<file path="config.mk">
export PLATFORM = sky130hd
export DESIGN_NAME = cache_axi_arbiter
export DESIGN_NICKNAME = d
export VERILOG_FILES = /design/src/rtl/cache_axi_arbiter.sv
export SDC_FILE = /design/constraint.sdc
export NUM_CORES = 1
export LEC_CHECK = 0
export ABC_AREA = 1
export ABC_CLOCK_PERIOD_IN_PS = 3430
export CAP_MARGIN = 20
export CORE_AREA = 3 3 248 250
export DETAILED_ROUTE_END_ITERATION = 10
export DIE_AREA = 0 0 251 253
export GPL_TIMING_DRIVEN = 0
export PLACE_DENSITY = 0.38
export SYNTH_ARGS = -nofsm -noshare
export SYNTH_HDL_FRONTEND = slang
export SYNTH_SLANG_ARGS = --single-unit
</file>
<file path="constraint.sdc">
create_clock -name clk -period 3.43 [get_ports clk]
set_clock_uncertainty 0.15 [all_clocks]
set_input_delay 0.686 -clock clk [delete_from_list [all_inputs] [get_ports clk]]
set_output_delay 0.686 -clock clk [all_outputs]
set_load 0.02 [all_outputs]
</file>
<file path="src/rtl/cache_axi_arbiter.sv">
// Two-port AXI3 arbiter: I-cache (port 0) and D-cache (port 1) miss handlers
// share one master port, one whole transaction at a time, round-robin on contention.
module cache_axi_arbiter #(
  parameter logic RST_PRIO = 1'b0
) (
  input  logic        clk,
  input  logic        rst,
  // port 0 (I-cache)
  input  logic [3:0]  s0_arid,
  input  logic [31:0] s0_araddr,
  input  logic [7:0]  s0_arlen,
  input  logic [2:0]  s0_arsize,
  input  logic [1:0]  s0_arburst,
  input  logic [1:0]  s0_arlock,
  input  logic [3:0]  s0_arcache,
  input  logic [2:0]  s0_arprot,
  input  logic        s0_arvalid,
  output logic        s0_arready,
  output logic [3:0]  s0_rid,
  output logic [31:0] s0_rdata,
  output logic [1:0]  s0_rresp,
  output logic        s0_rlast,
  output logic        s0_rvalid,
  input  logic        s0_rready,
  input  logic [3:0]  s0_awid,
  input  logic [31:0] s0_awaddr,
  input  logic [7:0]  s0_awlen,
  input  logic [2:0]  s0_awsize,
  input  logic [1:0]  s0_awburst,
  input  logic [1:0]  s0_awlock,
  input  logic [3:0]  s0_awcache,
  input  logic [2:0]  s0_awprot,
  input  logic        s0_awvalid,
  output logic        s0_awready,
  input  logic [3:0]  s0_wid,
  input  logic [31:0] s0_wdata,
  input  logic [3:0]  s0_wstrb,
  input  logic        s0_wlast,
  input  logic        s0_wvalid,
  output logic        s0_wready,
  output logic [3:0]  s0_bid,
  output logic [1:0]  s0_bresp,
  output logic        s0_bvalid,
  input  logic        s0_bready,
  // port 1 (D-cache)
  input  logic [3:0]  s1_arid,
  input  logic [31:0] s1_araddr,
  input  logic [7:0]  s1_arlen,
  input  logic [2:0]  s1_arsize,
  input  logic [1:0]  s1_arburst,
  input  logic [1:0]  s1_arlock,
  input  logic [3:0]  s1_arcache,
  input  logic [2:0]  s1_arprot,
  input  logic        s1_arvalid,
  output logic        s1_arready,
  output logic [3:0]  s1_rid,
  output logic [31:0] s1_rdata,
  output logic [1:0]  s1_rresp,
  output logic        s1_rlast,
  output logic        s1_rvalid,
  input  logic        s1_rready,
  input  logic [3:0]  s1_awid,
  input  logic [31:0] s1_awaddr,
  input  logic [7:0]  s1_awlen,
  input  logic [2:0]  s1_awsize,
  input  logic [1:0]  s1_awburst,
  input  logic [1:0]  s1_awlock,
  input  logic [3:0]  s1_awcache,
  input  logic [2:0]  s1_awprot,
  input  logic        s1_awvalid,
  output logic        s1_awready,
  input  logic [3:0]  s1_wid,
  input  logic [31:0] s1_wdata,
  input  logic [3:0]  s1_wstrb,
  input  logic        s1_wlast,
  input  logic        s1_wvalid,
  output logic        s1_wready,
  output logic [3:0]  s1_bid,
  output logic [1:0]  s1_bresp,
  output logic        s1_bvalid,
  input  logic        s1_bready,
  // master port to the bus
  output logic [3:0]  m_arid,
  output logic [31:0] m_araddr,
  output logic [7:0]  m_arlen,
  output logic [2:0]  m_arsize,
  output logic [1:0]  m_arburst,
  output logic [1:0]  m_arlock,
  output logic [3:0]  m_arcache,
  output logic [2:0]  m_arprot,
  output logic        m_arvalid,
  input  logic        m_arready,
  input  logic [3:0]  m_rid,
  input  logic [31:0] m_rdata,
  input  logic [1:0]  m_rresp,
  input  logic        m_rlast,
  input  logic        m_rvalid,
  output logic        m_rready,
  output logic [3:0]  m_awid,
  output logic [31:0] m_awaddr,
  output logic [7:0]  m_awlen,
  output logic [2:0]  m_awsize,
  output logic [1:0]  m_awburst,
  output logic [1:0]  m_awlock,
  output logic [3:0]  m_awcache,
  output logic [2:0]  m_awprot,
  output logic        m_awvalid,
  input  logic        m_awready,
  output logic [3:0]  m_wid,
  output logic [31:0] m_wdata,
  output logic [3:0]  m_wstrb,
  output logic        m_wlast,
  output logic        m_wvalid,
  input  logic        m_wready,
  input  logic [3:0]  m_bid,
  input  logic [1:0]  m_bresp,
  input  logic        m_bvalid,
  output logic        m_bready,
  // debug view of the arbiter state
  output logic [1:0]  o_state,
  output logic        o_owner,
  output logic        o_last_owner
);

  // Handshakes: a beat transfers on the rising edge where valid && ready are both 1;
  // valid never waits on ready, and every valid/ready seen by a port is gated by ownership.
  typedef enum logic [1:0] {IDLE = 2'd0, RD = 2'd1, WR = 2'd2} state_t;

  state_t     r_state;
  logic       r_owner;
  logic       r_last_owner;
  logic       r_ar_done;
  logic       r_aw_done;
  logic       r_w_done;
  logic [3:0] r_arid;
  logic [3:0] r_awid;

  logic w_rd, w_wr, w_req0, w_req1, w_win, w_win_aw;
  logic w_own_arvalid, w_own_awvalid, w_own_wvalid, w_own_rready, w_own_bready;
  logic w_ar_ok, w_aw_ok, w_w_ok;

  assign w_rd   = (r_state == RD);
  assign w_wr   = (r_state == WR);
  assign w_req0 = s0_arvalid | s0_awvalid;
  assign w_req1 = s1_arvalid | s1_awvalid;
  assign w_win    = (w_req0 && w_req1) ? ~r_last_owner : w_req1;
  assign w_win_aw = w_win ? s1_awvalid : s0_awvalid;

  assign w_own_arvalid = r_owner ? s1_arvalid : s0_arvalid;
  assign w_own_awvalid = r_owner ? s1_awvalid : s0_awvalid;
  assign w_own_wvalid  = r_owner ? s1_wvalid  : s0_wvalid;
  assign w_own_rready  = r_owner ? s1_rready  : s0_rready;
  assign w_own_bready  = r_owner ? s1_bready  : s0_bready;

  // Master read address: the ID carries the port number so the bus sees distinct masters.
  assign m_arid    = {3'b000, r_owner};
  assign m_araddr  = r_owner ? s1_araddr  : s0_araddr;
  assign m_arlen   = r_owner ? s1_arlen   : s0_arlen;
  assign m_arsize  = r_owner ? s1_arsize  : s0_arsize;
  assign m_arburst = r_owner ? s1_arburst : s0_arburst;
  assign m_arlock  = r_owner ? s1_arlock  : s0_arlock;
  assign m_arcache = r_owner ? s1_arcache : s0_arcache;
  assign m_arprot  = r_owner ? s1_arprot  : s0_arprot;
  assign m_arvalid = w_rd && w_own_arvalid && !r_ar_done;
  assign w_ar_ok   = w_rd && m_arready && !r_ar_done;
  assign s0_arready = w_ar_ok && !r_owner;
  assign s1_arready = w_ar_ok && r_owner;

  assign m_rready  = w_rd && w_own_rready;
  assign s0_rid    = r_arid;
  assign s1_rid    = r_arid;
  assign s0_rdata  = m_rdata;
  assign s1_rdata  = m_rdata;
  assign s0_rresp  = m_rresp;
  assign s1_rresp  = m_rresp;
  assign s0_rlast  = m_rlast;
  assign s1_rlast  = m_rlast;
  assign s0_rvalid = w_rd && m_rvalid && !r_owner;
  assign s1_rvalid = w_rd && m_rvalid && r_owner;

  assign m_awid    = {3'b000, r_owner};
  assign m_awaddr  = r_owner ? s1_awaddr  : s0_awaddr;
  assign m_awlen   = r_owner ? s1_awlen   : s0_awlen;
  assign m_awsize  = r_owner ? s1_awsize  : s0_awsize;
  assign m_awburst = r_owner ? s1_awburst : s0_awburst;
  assign m_awlock  = r_owner ? s1_awlock  : s0_awlock;
  assign m_awcache = r_owner ? s1_awcache : s0_awcache;
  assign m_awprot  = r_owner ? s1_awprot  : s0_awprot;
  assign m_awvalid = w_wr && w_own_awvalid && !r_aw_done;
  assign w_aw_ok   = w_wr && m_awready && !r_aw_done;
  assign s0_awready = w_aw_ok && !r_owner;
  assign s1_awready = w_aw_ok && r_owner;

  // WID follows the rewritten AWID so the interconnect can pair W beats with AW.
  assign m_wid     = {3'b000, r_owner};
  assign m_wdata   = r_owner ? s1_wdata : s0_wdata;
  assign m_wstrb   = r_owner ? s1_wstrb : s0_wstrb;
  assign m_wlast   = r_owner ? s1_wlast : s0_wlast;
  assign m_wvalid  = w_wr && w_own_wvalid && !r_w_done;
  assign w_w_ok    = w_wr && m_wready && !r_w_done;
  assign s0_wready = w_w_ok && !r_owner;
  assign s1_wready = w_w_ok && r_owner;

  assign m_bready  = w_wr && w_own_bready;
  assign s0_bid    = r_awid;
  assign s1_bid    = r_awid;
  assign s0_bresp  = m_bresp;
  assign s1_bresp  = m_bresp;
  assign s0_bvalid = w_wr && m_bvalid && !r_owner;
  assign s1_bvalid = w_wr && m_bvalid && r_owner;

  assign o_state      = r_state;
  assign o_owner      = r_owner;
  assign o_last_owner = r_last_owner;

  // Bus IDs are implied by ownership and the port WIDs are replaced, so these are sinks.
  logic w_unused;
  assign w_unused = &{1'b0, m_rid, m_bid, s0_wid, s1_wid};

  always_ff @(posedge clk) begin
    if (rst) begin
      r_state      <= IDLE;
      r_owner      <= RST_PRIO;
      r_last_owner <= ~RST_PRIO;
      r_ar_done    <= 1'b0;
      r_aw_done    <= 1'b0;
      r_w_done     <= 1'b0;
      r_arid       <= 4'd0;
      r_awid       <= 4'd0;
    end else begin
      case (r_state)
        IDLE: begin
          if (w_req0 || w_req1) begin
            r_owner      <= w_win;
            r_last_owner <= w_win;
            r_arid       <= w_win ? s1_arid : s0_arid;
            r_awid       <= w_win ? s1_awid : s0_awid;
            r_state      <= w_win_aw ? WR : RD;
          end
        end
        RD: begin
          if (m_arvalid && m_arready) r_ar_done <= 1'b1;
          if (m_rvalid && m_rready && m_rlast) begin
            r_state   <= IDLE;
            r_ar_done <= 1'b0;
          end
        end
        WR: begin
          if (m_awvalid && m_awready) r_aw_done <= 1'b1;
          if (m_wvalid && m_wready && m_wlast) r_w_done <= 1'b1;
          if (m_bvalid && m_bready) begin
            r_state   <= IDLE;
            r_aw_done <= 1'b0;
            r_w_done  <= 1'b0;
          end
        end
        default: r_state <= IDLE;
      endcase
    end
  end

endmodule

</file>
Word level (Yosys, flattened, before mapping)

Index checks and enable logic that the tools add are counted.

Bits in writable memories: 0
Output and inout port bits: 266
Logic and storage cells: 101
Bits of input ports: 376
Bits in read-only memories: 0
Flip-flop bits (word level): 15
Latch bits: 0
Memories: 0

Reductions and logical operators: 48
Multipliers: 0
Shift operators: 0
Bitwise operators: 3
Add/subtract/negate cells: 0
Order comparisons: 0
Divide/modulo/power cells: 0
Eq/ne operators: 5
Mux-type cells: 37

Operators by type and width:

| kind               | number |
|---|---|
| $mux 32            | 3 |
| $logic_and 1x1->1  | 34 |
| $mux 4             | 5 |
| $mux 2             | 8 |
| $mux 8             | 2 |
| $mux 1             | 14 |
| $mux 3             | 4 |
| $reduce_and 2->1   | 4 |
| $pmux 2 s3         | 1 |
| $reduce_bool 2->1  | 3 |
| $logic_not 1->1    | 4 |
| $ne 2x1->1 const B | 2 |
| $reduce_and 3->1   | 1 |
| $eq 2x1->1 const B | 1 |
| $eq 2x2->1 const B | 1 |
| $logic_not 2->1    | 1 |
| $ne 2x2->1 const B | 1 |
| $or 1x1->1         | 2 |
| $logic_or 1x1->1   | 1 |
| $not 1->1          | 1 |

Longest topological paths before layout

Depth in word-level cells: 7
Depth in mapped cells: 9
Depth with buffers taken out: 8

Least setup slack after synthesis

OpenSTA, ideal clock, no wires.

Path type: register to output
Start: register r_owner (netlist: o_owner)
End: output port s1_arready
Arrival time: 1576 ps
Required time: 2594 ps
Path buffers: 1
Path slack: 1018 ps
Stages on the path, launching flop included: 4
Cell sequence: dfxtp_1 > inv_2 > buf_2 > nor4_1

Cells in the longest elaborated chain, start to end: 1

Ends and longest elaborated chain:

| element                | line | text |
|---|---|---|
| start, declared        | 130  | `logic r_owner;` |
| start signal, assigned | 234  | `r_owner <= w_win;` |
| $logic_and 1x1->1      | 167  | `assign s1_arready = w_ar_ok && r_owner;` |
| end, declared          | 55   | `output logic s1_arready,` |

No other way between the ends.

Worst setup path in the final report

Start: input port m_bvalid
End: output port s1_bvalid

Cells in the longest elaborated chain, start to end: 2

Ends and longest elaborated chain:

| element                         | line | text |
|---|---|---|
| start, declared                 | 117  | `input logic m_bvalid,` |
| $logic_and 1x1->1 (2 in series) | 210  | `assign s1_bvalid = w_wr && m_bvalid && r_owner;` |
| end, declared                   | 80   | `output logic s1_bvalid,` |

No other way between the ends.

==> results by stage <==
Status:
- The flow ran to the end, and the final reports show no timing, DRC or antenna violations.

Final layout:
- The top cell types in the final layout, fill and taps aside, are sky130_fd_sc_hd__clkdlybuf4s50_1, sky130_fd_sc_hd__nand2_1, sky130_fd_sc_hd__buf_4.
- The number of non-filler instances in the completed layout is ~2,100.
- The total number of nets in the final design is ~1,700.
- The most frequent standard cell in the layout excluding fill and tap cells is sky130_fd_sc_hd__clkdlybuf4s50_1.
- Of the cells placed in the final design, the portion with a size suffix greater than 1 is 11.0%.
- The area growth from synthesis to layout is 197%.

STA:
- Subtracting the final worst setup slack from the clock period gives 3.23 ns.
- The number of pins with negative max-slew slack in the final report came to 0.
- The maximum frequency from static timing analysis is 310 MHz.
- Setup repair after global routing left no endpoint under its margin.
- Measured against its own limit, the worst slew margin works out to 57.8%.
- The final hold violation count is 0.
- The number of failing setup endpoints in the final timing report is 0.
- Of the available clock period, the critical path in the final layout requires 94.1%.
- Summed over all failing endpoints, the final setup total negative slack is 0 ns.
- The pin slew with the least headroom to its limit is about 0.63 ns.
- Setup slack closes at 0.202 ns.

Clock tree:
- CTS built an H-tree with a depth of 1.
- The TritonCTS clock tree is built.
- Clock tree synthesis inserted a total of 3 buffers.
- For the worst-skew pair, the clock arrives at the later sink with an insertion delay of 0.24 ns.
- The maximum root-to-sink buffer count is 2.
- The root cell of the clock tree is sky130_fd_sc_hd__clkbuf_16.
- The clock transition at the registers of the reported paths is 0.05 ns.
- The clock net sink count is 15.
- The number of buffers inserted to repair setup after CTS is 0.

Synthesis:
- During synthesis, Yosys emitted a total of 0 warnings.
- Counting flops and latches in the post-synthesis netlist gives 15.
- Of the synthesized area, sequential elements account for between 8 and 9%.
- Each instance of the synthesized netlist takes up on average between 4 and 5 sq um.
- The number of library cell types mapped by synthesis is 25.
- Counting every instance in the synthesized netlist gives 721.
- The netlist area before placement is 3510 sq um.

Detailed routing:
- The final wirelength is between 30,000 and 40,000 um.
- The via count is roughly 6,400.
- The detailed-route DRC error count is 0.
- In the final routed layout, each cell accounts on average for 16.2 um.
- The iteration-0 DRC count of the detailed router is ~170.
- For this run, the detailed router's first-pass iteration total came to 4.
- Once detail routing completed, the nets flagged for antenna violations numbered 0.
- The routed via count divided by cell count is approximately 3.1.

Setup path:
- STA classifies the critical path startpoint as a primary input.
- The source of the worst register-to-register timing path is o_last_owner.
- The critical path data arrival time is ~2.4 ns.
- Of all nets on the critical path, the largest fanout is 2.
- The endpoint kind of the worst setup timing path is an output port.
- The required time reported for the critical path endpoint is 2.59 ns.
- The path type of the worst setup path is in2out.
- Tracing the worst setup path back leads to its startpoint at m_bvalid.

Floorplan:
- The starting utilization of the core area is 5.92%.
- The die is 251 um wide.
- The floorplan step defined a die boundary enclosing ~64,000 sq um.
- The floorplan has 89 rows.
- In this run the vertical extent of the chip is 253 um.
- The area of the core is around 59,000 sq um.
- The count of boundary I/O pins is about 640.

Place:
- The number of placed instances, taps included, is ~2,100.
- The routability-driven placement congestion ratio is 0.837.
- The number of input and output port buffers inserted is 580.
- The worst slack after detailed placement is 0.0151 ns.
- The wire-length estimate of the detail-placed layout is between 30,000 and 40,000 um.

Job:
- The count of maximum capacitance violations is 0.

Global routing:
- The number of global-route vias before repair was 6,602.
- The pin count of the biggest net entering global routing is 11.
- The first global-routing pass estimated 45,300 um of wire.
- For this run the aggregate overflow at the end of global routing stands at 0.
- Global routing used 9.81% of the available tracks.
- The number of antenna violations at the first check in global routing is 9.

Pwr:
- For this design the ratio of total power to cell area is around 340 nW/um^2.
- After layout, the design draws a total of 3.54 mW.
- The worst-case vdd ir drop is 0.166 mV.
- The analysis attributes to cell leakage a power of 4.68 nW.

Min path:
- The startpoint of the tightest hold check path is r_w_done.
- The worst min-delay path category is reg2reg.
-- metal layers --
layer	part of all wire, %	track usage, %	up-vias	routed length, um
met1	35	9.64	2751	11900
met4	2.9	3.53	4	981
met3	8.9	2.90	26	3020
met2	53	19.4	376	17900
met5	0.062	0	-	21
li1	-	-	3237	-
-- registers in the layout, indices dropped and copies added (netlist names) --
register and count:
r_w_done 1, s0_rid 4, o_last_owner 1, s0_bid 4
r_aw_done 1, o_state 2, o_owner 1, r_ar_done 1
-- metrics by stage --
step	hold slack, ns	utilization, %	cell area, sq um
CTS	0.340	17.6	10400
global placement	0.325	17.4	10300
finish	0.341	17.6	10400
global route	0.366	17.6	10400
floorplan	0.309	-	3540
detailed placement	0.332	17.4	10300
-- repair_timing --
| item | CTS | global route |
|---|---|---|
| hold buffers | 0 | 0 |
| endpoints found under the hold margin | 0 | 0 |
| gates resized for setup | 3 | 3 |
| endpoints found under the setup margin | 112 | 5 |
-- final timing paths --
path         slack (ns)        end  cells past startpoint
max                0.20  s1_bvalid                      4
min                0.34   r_w_done                      2
max reg2reg        1.93  s0_rid[0]                      7
min reg2reg        0.34   r_w_done                      2
-- synthesized netlist by cell type (all sizes together) --
master	n	area share (%)
conb	1	0.11
or2	1	0.18
clkinv	1	0.14
a21oi	6	0.96
dfxtp	15	8.6
o21bai	1	0.21
buf	126	27
nor3	4	0.57
nor4	2	0.36
nand4	1	0.18
inv	22	2.4
nor2	29	3.7
nand3	15	2.1
o21ai	1	0.25
and3	2	0.36
clkbuf	3	0.32
nand2	491	53
-- where the power goes --
| group | switching (mW) | internal (mW) |
|---|---|---|
| Clock | 0.0709 | 0.157 |
| Combinational | 1.60 | 1.44 |
| Sequential | 0.0558 | 0.218 |
-- cells by family (layout without fill, tap and decap cells) --
logic type / count (synthesis) / after routing / synth area share [%]
and+or+nand+nor: 545 / 545 / 60.1
buffers and inverters: 152 / 736 / 29.8
DFF: 15 / 15 / 8.56
AOI/OAI and AO/OA: 8 / 8 / 1.43
other: 1 / 15 / 0.107
-- layout make-up --
| cell class | instances | area (sq um) |
|---|---|---|
| Antenna cell | 6 | 15.0 |
| Tap cell | 773 | 967 |
| Inverter | 23 | 92.6 |
| Buffer | 129 | 963 |
| Timing Repair Buffer | 580 | 5810 |
| Clock buffer | 4 | 78.8 |
| Multi-Input combinational cell | 562 | 2190 |
| Sequential cell | 15 | 304 |
| Fill cell | 6852 | 48800 |
-- worst max-delay path, stage by stage --
cell                              delay, ns
sky130_fd_sc_hd__clkdlybuf4s50_1       0.57
sky130_fd_sc_hd__inv_1                 0.09
sky130_fd_sc_hd__nor3_1                0.35
sky130_fd_sc_hd__clkdlybuf4s50_1       0.69
No activity file was read; power rests on OpenSTA's default activity.
